<file path="src/rtl/r4_div_pkg.sv">
// Shared types and constants for the radix-4 SRT division core and its
// quotient-digit selection table.
package r4_div_pkg;

  typedef enum logic [1:0] {
    IDLE,
    ITER,
    POST,
    DONE
  } state_t;

  // Bit positions of the one-hot quotient digit returned by r4_qds.
  localparam int QDS_NEG2 = 4;
  localparam int QDS_NEG1 = 3;
  localparam int QDS_ZERO = 2;
  localparam int QDS_POS1 = 1;
  localparam int QDS_POS2 = 0;

  // Residual is two's complement with 3 integer bits; the estimate keeps 3 of each.
  localparam int RES_INT_BITS = 3;
  localparam int EST_W        = 6;

  // Selection thresholds in units of 1/8, valid for d in [63/64, 9/8].
  localparam logic signed [EST_W-1:0] QDS_M_POS2 = 6'sd12;   //  1.5
  localparam logic signed [EST_W-1:0] QDS_M_POS1 = 6'sd3;    //  0.375
  localparam logic signed [EST_W-1:0] QDS_M_ZERO = -6'sd4;   // -0.5
  localparam logic signed [EST_W-1:0] QDS_M_NEG1 = -6'sd13;  // -1.625

endpackage

</file>
<file path="src/rtl/r4_div_iter_if.sv">
// Start/finish handshake bundle between the fpdiv front-end, the iterative
// divider core and the rounding stage.
interface r4_div_iter_if
  import r4_div_pkg::*;
#(
  parameter int FRAC_W     = 54,
  parameter int QUO_DIGITS = 28
);

  logic                             flush_i;
  logic                             start_valid_i;
  logic                             start_ready_o;
  logic [FRAC_W+RES_INT_BITS-1:0]   dividend_i;
  logic [FRAC_W:0]                  divisor_i;
  logic                             finish_valid_o;
  logic                             finish_ready_i;
  logic [2*QUO_DIGITS-1:0]          quo_o;
  logic                             sticky_o;

  modport master (
    output flush_i, start_valid_i, dividend_i, divisor_i, finish_ready_i,
    input  start_ready_o, finish_valid_o, quo_o, sticky_o
  );

  modport slave (
    input  flush_i, start_valid_i, dividend_i, divisor_i, finish_ready_i,
    output start_ready_o, finish_valid_o, quo_o, sticky_o
  );

endinterface

</file>
<file path="src/rtl/r4_qds.sv">
// Radix-4 quotient-digit selection from a 6-bit residual estimate; the
// prescaled divisor range makes the thresholds divisor-independent.
module r4_qds
  import r4_div_pkg::*;
#(
  parameter int QDS_ARCH = 2
) (
  input  logic [EST_W-1:0] rem_i,
  output logic [4:0]       q_o
);

  logic signed [EST_W-1:0] est;
  assign est = signed'(rem_i);

  if (QDS_ARCH == 0) begin : g_chain
    always_comb begin
      // NOTE: assign every output a default first so no path through the block leaves it unassigned (no latch).
      q_o = '0;
      if (est >= QDS_M_POS2)      q_o[QDS_POS2] = 1'b1;
      else if (est >= QDS_M_POS1) q_o[QDS_POS1] = 1'b1;
      else if (est >= QDS_M_ZERO) q_o[QDS_ZERO] = 1'b1;
      else if (est >= QDS_M_NEG1) q_o[QDS_NEG1] = 1'b1;
      else                        q_o[QDS_NEG2] = 1'b1;
    end
  end else begin : g_range
    // Each digit decoded independently from its own interval.
    assign q_o[QDS_POS2] = (est >= QDS_M_POS2);
    assign q_o[QDS_POS1] = (est >= QDS_M_POS1) && (est < QDS_M_POS2);
    assign q_o[QDS_ZERO] = (est >= QDS_M_ZERO) && (est < QDS_M_POS1);
    assign q_o[QDS_NEG1] = (est >= QDS_M_NEG1) && (est < QDS_M_ZERO);
    assign q_o[QDS_NEG2] = (est < QDS_M_NEG1);
  end

endmodule

</file>
<file path="src/rtl/r4_div_iter.sv">
// Iterative radix-4 SRT fraction divider: carry-save residual, one digit per
// cycle, on-the-fly quotient conversion and a final sign/sticky correction.
module r4_div_iter
  import r4_div_pkg::*;
#(
  parameter int FRAC_W     = 54,
  parameter int QUO_DIGITS = 28,
  parameter int QDS_ARCH   = 2
) (
  input  logic           clk,
  input  logic           rst_n,
  r4_div_iter_if.slave   bus
);

  localparam int W     = FRAC_W + RES_INT_BITS;
  localparam int QW    = 2 * QUO_DIGITS;
  localparam int CNT_W = (QUO_DIGITS > 1) ? $clog2(QUO_DIGITS) : 1;

  state_t           state, state_nxt;
  logic [W-1:0]     ws, wc;
  logic [FRAC_W:0]  d;
  logic [QW-1:0]    q_acc, qm_acc;
  logic [CNT_W-1:0] cnt;
  logic [QW-1:0]    quo;
  logic             sticky;
  logic             accept;

  assign bus.start_ready_o  = (state == IDLE) && !bus.flush_i;
  assign bus.finish_valid_o = (state == DONE);
  assign bus.quo_o          = quo;
  assign bus.sticky_o       = sticky;
  assign accept             = bus.start_valid_i && bus.start_ready_o;

  // Residual estimate: truncated tops of 4ws and 4wc, summed modulo 64.
  logic [W-1:0]     ws_x4, wc_x4;
  logic [EST_W-1:0] est;
  logic [4:0]       q_onehot;

  assign ws_x4 = {ws[W-3:0], 2'b00};
  assign wc_x4 = {wc[W-3:0], 2'b00};
  assign est   = ws_x4[W-1 -: EST_W] + wc_x4[W-1 -: EST_W];

  r4_qds #(.QDS_ARCH(QDS_ARCH)) u_qds (
    .rem_i (est),
    .q_o   (q_onehot)
  );

  // Divisor multiple and on-the-fly conversion, both keyed on the digit.
  logic [W-1:0]  d1, d2, dmul;
  logic          inj;
  logic [QW-1:0] q_nxt, qm_nxt;

  assign d1 = {{(W-FRAC_W-1){1'b0}}, d};
  assign d2 = {d1[W-2:0], 1'b0};

  always_comb begin
    dmul   = '0;
    inj    = 1'b0;
    q_nxt  = {q_acc[QW-3:0], 2'd0};
    qm_nxt = {qm_acc[QW-3:0], 2'd3};
    case (1'b1)
      q_onehot[QDS_POS2]: begin
        dmul   = ~d2;
        inj    = 1'b1;
        q_nxt  = {q_acc[QW-3:0], 2'd2};
        qm_nxt = {q_acc[QW-3:0], 2'd1};
      end
      q_onehot[QDS_POS1]: begin
        dmul   = ~d1;
        inj    = 1'b1;
        q_nxt  = {q_acc[QW-3:0], 2'd1};
        qm_nxt = {q_acc[QW-3:0], 2'd0};
      end
      q_onehot[QDS_ZERO]: ;
      q_onehot[QDS_NEG1]: begin
        dmul   = d1;
        q_nxt  = {qm_acc[QW-3:0], 2'd3};
        qm_nxt = {qm_acc[QW-3:0], 2'd2};
      end
      q_onehot[QDS_NEG2]: begin
        dmul   = d2;
        q_nxt  = {qm_acc[QW-3:0], 2'd2};
        qm_nxt = {qm_acc[QW-3:0], 2'd1};
      end
      default: ;
    endcase
  end

  // 3:2 compressor; the two's-complement +1 lands in the carry's empty LSB.
  logic [W-1:0] ws_nxt, wc_nxt;
  logic [W-2:0] maj;

  assign maj    = (ws_x4[W-2:0] & wc_x4[W-2:0]) |
                  (ws_x4[W-2:0] & dmul[W-2:0])  |
                  (wc_x4[W-2:0] & dmul[W-2:0]);
  assign ws_nxt = ws_x4 ^ wc_x4 ^ dmul;
  assign wc_nxt = {maj, inj};

  logic [W-1:0] w_final;
  assign w_final = ws + wc;

  always_comb begin
    state_nxt = state;
    if (bus.flush_i) begin
      state_nxt = IDLE;
    end else begin
      case (state)
        IDLE:    if (bus.start_valid_i) state_nxt = ITER;
        ITER:    if (cnt == '0) state_nxt = POST;
        POST:    state_nxt = DONE;
        DONE:    if (bus.finish_ready_i) state_nxt = IDLE;
        default: state_nxt = IDLE;
      endcase
    end
  end

  always_ff @(posedge clk or negedge rst_n) begin
    // NOTE: sequential state uses non-blocking assignments so every register samples pre-edge values.
    if (!rst_n) state <= IDLE;
    else        state <= state_nxt;
  end

  always_ff @(posedge clk or negedge rst_n) begin
    if (!rst_n) begin
      ws     <= '0;
      wc     <= '0;
      d      <= '0;
      q_acc  <= '0;
      qm_acc <= '0;
      cnt    <= '0;
      quo    <= '0;
      sticky <= 1'b0;
    end else if (!bus.flush_i) begin
      case (state)
        IDLE: if (accept) begin
          ws     <= bus.dividend_i;
          wc     <= '0;
          d      <= bus.divisor_i;
          q_acc  <= '0;
          qm_acc <= '0;
          cnt    <= CNT_W'(QUO_DIGITS - 1);
        end
        ITER: begin
          ws     <= ws_nxt;
          wc     <= wc_nxt;
          q_acc  <= q_nxt;
          qm_acc <= qm_nxt;
          cnt    <= cnt - CNT_W'(1);
        end
        POST: begin
          // A negative remainder means the last digit overshot by one ulp.
          quo    <= w_final[W-1] ? qm_acc : q_acc;
          sticky <= |w_final;
        end
        default: ;
      endcase
    end
  end

endmodule

</file>
<file path="src/flat_wrapper.sv">
// flat-port wrapper written by rule: the top's interface ports become plain ports
module r4_div_iter_flat import r4_div_pkg::*;
#(
  parameter int FRAC_W     = 54,
  parameter int QUO_DIGITS = 28,
  parameter int QDS_ARCH   = 2
)
  (clk, rst_n, bus_flush_i, bus_start_valid_i, bus_dividend_i, bus_divisor_i, bus_finish_ready_i, bus_start_ready_o, bus_finish_valid_o, bus_quo_o, bus_sticky_o);
  r4_div_iter_if #(.FRAC_W(FRAC_W), .QUO_DIGITS(QUO_DIGITS)) bus_i ();
  input  logic clk;
  input  logic rst_n;
  input wire logic [$bits(bus_i.flush_i)-1:0] bus_flush_i;
  input wire logic [$bits(bus_i.start_valid_i)-1:0] bus_start_valid_i;
  input wire logic [$bits(bus_i.dividend_i)-1:0] bus_dividend_i;
  input wire logic [$bits(bus_i.divisor_i)-1:0] bus_divisor_i;
  input wire logic [$bits(bus_i.finish_ready_i)-1:0] bus_finish_ready_i;
  output wire logic [$bits(bus_i.start_ready_o)-1:0] bus_start_ready_o;
  output wire logic [$bits(bus_i.finish_valid_o)-1:0] bus_finish_valid_o;
  output wire logic [$bits(bus_i.quo_o)-1:0] bus_quo_o;
  output wire logic [$bits(bus_i.sticky_o)-1:0] bus_sticky_o;
  assign bus_i.flush_i = bus_flush_i;
  assign bus_i.start_valid_i = bus_start_valid_i;
  assign bus_i.dividend_i = bus_dividend_i;
  assign bus_i.divisor_i = bus_divisor_i;
  assign bus_i.finish_ready_i = bus_finish_ready_i;
  assign bus_start_ready_o = bus_i.start_ready_o;
  assign bus_finish_valid_o = bus_i.finish_valid_o;
  assign bus_quo_o = bus_i.quo_o;
  assign bus_sticky_o = bus_i.sticky_o;
  r4_div_iter #(.FRAC_W(FRAC_W), .QUO_DIGITS(QUO_DIGITS), .QDS_ARCH(QDS_ARCH)) u_core (.clk(clk), .rst_n(rst_n), .bus(bus_i));
endmodule
</file>
<file path="config.mk">
export PLATFORM = sky130hd
export DESIGN_NAME = r4_div_iter_flat
export DESIGN_NICKNAME = d
export VERILOG_FILES = /design/src/rtl/r4_div_pkg.sv /design/src/rtl/r4_div_iter_if.sv /design/src/rtl/r4_qds.sv /design/src/rtl/r4_div_iter.sv /design/src/flat_wrapper.sv
export SDC_FILE = /design/constraint.sdc
export NUM_CORES = 1
export LEC_CHECK = 0
export CORE_AREA = 2 2 248 311
export CTS_BUF_LIST = sky130_fd_sc_hd__clkbuf_16
export DETAILED_ROUTE_END_ITERATION = 6
export DIE_AREA = 0 0 250 313
export MAX_ROUTING_LAYER = met4
export PLACE_DENSITY = 0.57
export SLEW_MARGIN = 20
export SYNTH_ARGS = -nofsm -noshare
export SYNTH_HDL_FRONTEND = slang
export SYNTH_SLANG_ARGS = --single-unit
</file>
<file path="constraint.sdc">
create_clock -name clk -period 4.41 [get_ports clk]
set_input_delay 1.1025 -clock clk [delete_from_list [all_inputs] [get_ports clk]]
set_output_delay 1.1025 -clock clk [all_outputs]
set_load 0.02 [all_outputs]
</file>
# Yosys cells after proc, flatten, opt, wreduce, memory -nomap -nowiden
# Index checks and enable logic that the tools add are counted.
[word_totals]
register_bits = 345
out_inout_bits = 59
[classes]
add_sub_neg = 3
order_cmp = 8
eq_ne = 7
mux = 32
n_bitwise = 10
reduce_logical = 14
[op_table]
columns = ["cell", "count"]
rows = [
  ["$mux 56", 11],
  ["$mux 57", 5],
  ["$pmux 57 s2", 2],
  ["$pmux 56 s2", 2],
  ["$and 56x56->56", 3],
  ["$xor 57x57->57", 2],
  ["$or 56x56->56", 2],
  ["$add 57x57->57", 1],
  ["$not 55->57", 1],
  ["$not 56->57", 1],
  ["$reduce_or 57->1", 1],
  ["$mux 2", 7],
  ["$ge 6x3->1 const B", 2],
  ["$ge 6x5->1 const B", 2],
  ["$lt 6x3->1 const B", 2],
  ["$lt 6x5->1 const B", 2],
  ["$pmux 5 s2", 1],
  ["$reduce_and 3->1", 3],
  ["$pmux 2 s4", 1],
  ["$add 6x6->6", 1],
  ["$ne 3x3->1 const B", 2],
  ["$logic_and 1x1->1", 5],
  ["$logic_not 5->1", 1],
  ["$mux 5", 1],
  ["11 further kinds", 13],
]

# Depth between registers and ports, before layout
[depth]
word_depth = 11
ltp_mapped = 16

# Modules after synthesis
# Synthesis repeated with hierarchy kept, for this count alone.
[hier_totals]
cells_unflattened = 2212
hier_area_um2 = 21311.7
[by_module_without_submodules]
columns = ["mod", "n_inst", "cells_each", "area_per_inst_um2", "seq_area_each_um2"]
rows = [
  ["r4_div_iter", 1, 2202, 21240.4, 8583.2],
  ["r4_qds", 1, 10, 71.3, 0.0],
]

# Worst setup path before layout
# Ideal clock, no wire load.
[synth_timing]
path_kind = "in2reg"
from = "input port bus_flush_i"
to = "register u_core.sticky, in the netlist u_core.bus.sticky_o"
setup_ns = 0.129
arrival_ns = 3.775
required_time_ns = 4.281
setup_slack_ns = 0.506
path_stages = 11
path_buffers = 0
cell_sequence = "nand2b_1 a2111oi_0 o2111ai_1 a311oi_1 o2111ai_1 nor4b_1 o2111ai_1 or4_1 nor4_1 nand4_1 o41a_1"
[synth_via]
elab_chain_len = 2
[synth_lines]
columns = ["item", "line", "source"]
rows = [
  ["start, declared", "flat_wrapper.sv:12", "input wire logic [$bits(bus_i.flush_i)-1:0] bus_flush_i;"],
  ["$not 1->1 (no source line)", "--", ""],
  ["$reduce_and 2->1 (no source line)", "--", ""],
  ["end signal, assigned", "r4_div_iter.sv:153", "sticky <= |w_final;"],
  ["end, declared", "r4_div_iter.sv:25", "logic sticky;"],
]
# Every way passes these cells.
# A chain may end at the register's enable or synchronous reset.

# Worst setup path in the final report
# Same ends and word-level chain as after synthesis.

==> results by group <==
Worst setup path
  – WS Path Type: in -> reg
  – R2R setup slack: 0.28 ns
  – Data arrival, critical path: 4.63 ns
  – CP required: 4.87 ns
  – Crit. End Element: flip-flop
  – CP Max Fanout: 2
  – Worst setup SP type: input port

STA
  – Setup slack after layout: 0.239 ns
  – Final Max Tran Viols: 0
  – Total count of hold-check failures in the final report: 0
  – Endpoints failing setup: 0
  – Skew final: 0.0189 ns
  – Final setup TNS: 0 ns
  – Rel. slew slack: 38.3%
  – Crit share post-route: 94.6%
  – Least-Margin Pin Slew: 0.922 ns
  – Peak Freq: 240 MHz
  – Min Tclk post-route: 4.17 ns

Routing
  – DRC Markers: 1
  – Wire length on met3: 2470 um
  – Wire length per cell: 18.2 um
  – DRT iter0 DRCs: 1204
  – Antenna Nets Post-Route: 0
  – Total Wirelength: 65800 um
  – Highest routing layer actually used: met4
  – Met2 routed WL: 33400 um
  – Met1 WL: 28400 um
  – Drt first pass iters: 7
  – Via Count: 18800
  – Vias per cell: 5.21

Global routing
  – Largest net degree at the start of global routing: 112
  – Vias in the first global route: 18700
  – Initial antenna violation count: 0
  – Total global-route track usage: 17.3%
  – Grt ovf: 0
  – First-pass GRT wire length: 106000 um

Clock network
  – Maximum clock insertion buffer count: 3
  – Clk root buf: clkbuf_16
  – CTS buffer count: 43
  – H-tree depth: 2
  – CTS tree: done
  – CTS Sinks: 343
  – Clk Latency, worst-skew pair: 0.58 ns
  – Clk slew on worst S/H paths: 0.06 ns
  – # hold bufs at CTS: 0

Place
  – Routability congestion estimate: 0.927
  – Placement Setup Slack: -0.452 ns
  – Hpwl dp: 45700 um
  – # port buffers: 175

Floorplanning
  – Die area: 0.0783 sq mm
  – Core area: 0.0755 sq mm
  – FP Rows: 113
  – Die Height: 313 um
  – I/O Pins: 176
  – Initial Util: 29.7%
  – Chip width: 250 um

Yosys
  – Cell Area, Synth: 0.0224 sq mm
  – Synthesis-stage register bit count: 343
  – Synth async-reset ratio: 100%
  – Yosys top cell area share: 38.3%
  – Post-synth EDFFs: 0
  – Post-Syn Instances: 2556
  – Ys Warns: 0
  – Synth cell types: 73
  – Top post-synthesis cells by area: dfrtp_1 38%, mux2i_1 10%, o21ai_0 9.1%
  – Post-synthesis net count: 2789
  – Sequential fraction of the synthesis area: 38.3%
  – Syn Area/Cell: 8.76 sq um
  – Cell taking the most area after synthesis: dfrtp_1
  – Main synth FF type: dfrtp_1

Layout
  – Area delta synth->final: 19.2%
  – Fin nets: 2835
  – Antenna Cells: 0
  – Fin util: 35.4%
  – Layout cells sized above 1: 8.35%

Run status
  – Outcome: finished, violations left
  – Failing checks: DRC

Power
  – Power per cell area: 903 mW/mm^2
  – IR Drop Worst-Case VDD: 0.849 mV
  – Pleak: 11.5 nW
  – Design Power: 24.1 mW

Min path
  – Type of the most critical hold path: reg -> reg

Flow run
  – Max cap viols: 0
cell usage in the layout (no fill, tap or decap), types with 12 or more instances in the layout:
master	Yosys	routed
o211ai_1	13	13
nand3_1	68	68
xnor2_1	33	31
mux2_2	56	56
nand4_1	27	27
dfrtp_1	343	343
a21oi_1	126	124
ha_1	63	56
a22oi_1	55	55
xor2_1	13	12
nor2_1	53	51
o221ai_1	58	58
buf_12	0	21
mux2i_1	225	225
o21bai_1	12	12
clkbuf_16	0	44
inv_1	32	45
o21ai_0	406	405
nand2_1	504	502
fa_1	53	53
o21ai_1	34	34
nor3_1	13	12
clkdlybuf4s50_1	0	174
buf_4	3	48
area by class of cell:
cell class,count,area [sq um]
clock buffers,44,1100
clock inverters,33,235
fillers,7836,48800
inverters,32,120
multi-input cells,1938,12900
flip-flops and latches,343,8580
well taps,977,1220
repair buffers,244,2540
power breakdown:
group / internal, mW / switching [mW] / leakage (nW) / total, mW
sequential: 3.93 / 1.23 / 4.55 / 5.16
combinational: 6.31 / 9.19 / 6.23 / 15.5
clock: 1.98 / 1.45 / 0.702 / 3.43
total: 12.2 / 11.9 / 11.5 / 24.1
path summary, 6_finish.rpt:
path | from | end | cells after the start
min in group asynchronous | rst_n | u_core.d[38] | 1
hold reg to reg | u_core.bus.quo_o[16] | u_core.bus.quo_o[16] | 2
setup reg to reg | u_core.wc[10] | u_core.bus.sticky_o | 14
max in group asynchronous | rst_n | u_core.q_acc[0] | 2
setup / recovery | bus_flush_i | u_core.bus.sticky_o | 12
hold / removal | u_core.bus.quo_o[16] | u_core.bus.quo_o[16] | 2
kinds of logic (layout without fill, tap and decap cells):
logic type | after synthesis | after routing | share of synthesized area (%)
compound gates | 783 | 783 | 20.6
xor+xnor | 47 | 47 | 1.87
fa+ha+maj | 116 | 116 | 8.26
buf+inv | 275 | 353 | 4.85
flops | 343 | 343 | 38.3
mux | 281 | 281 | 12.9
simple gates | 711 | 711 | 13.3
flip-flops by register name (all words and copies together) (netlist names):
signal	count
u_core.qm_acc	56
u_core.cnt	5
u_core.d	55
u_core.bus.quo_o	56
u_core.state	2
u_core.bus.sticky_o	1
u_core.q_acc	56
u_core.ws	57
u_core.wc	55
synthesized netlist by cell type, types with 5 or more instances:
master / n
and2_1: 6
mux2i_1: 225
fa_1: 53
nor2_1: 53
nand3_1: 68
a21oi_1: 126
nand2b_1: 10
nor3_1: 13
o21bai_1: 12
buf_1: 18
nor2b_1: 5
a31oi_1: 7
o21a_1: 7
ha_1: 63
o211ai_1: 13
nand2_1: 504
inv_1: 32
o21ai_0: 406
a21o_1: 10
buf_2: 14
o2111ai_1: 5
nand4_1: 27
o21ai_1: 34
a22oi_1: 55
dfrtp_1: 343
nor4_1: 6
or2_2: 5
clkbuf_1: 202
mux2_2: 56
o221ai_1: 58
xnor2_1: 33
xor2_1: 13
per-layer routing:
| layer | global-route usage, % | vias to the layer above |
|---|---|---|
| met3 | 2.33 | 103 |
| li1 | - | 9176 |
| met5 | - | - |
| met2 | 30.0 | 381 |
| met4 | 4.48 | 0 |
| met1 | 21.1 | 9167 |
critical path: stages:
cell             delay (ns)
clkdlybuf4s50_1        0.53
nand2b_4               0.22
a2111oi_1              0.37
o2111ai_1              0.19
a311oi_1               0.24
o2111ai_1              0.16
nor4b_2                0.33
o2111ai_1              0.14
or4_1                  0.53
nor4_2                 0.24
nand4_1                0.13
o41a_1                 0.43
per-stage QoR:
| step | area (sq um) | std cells | hold WS (ns) |
|---|---|---|---|
| finish | 26700 | 3611 | 0.476 |
| global route | 26700 | 3611 | 0.503 |
| CTS | 26700 | 3611 | 0.484 |
| detailed placement | 25300 | 3534 | 0.470 |
| global placement | 25300 | 3534 | 0.462 |
| floorplan | 22400 | 2556 | 0.445 |
what timing repair did:
action | CTS | global route
setup endpoints to repair | 0 | 19
resized for setup | 0 | 10
buffers inserted | 0 | 1
Power figures use the tool's default switching activity.
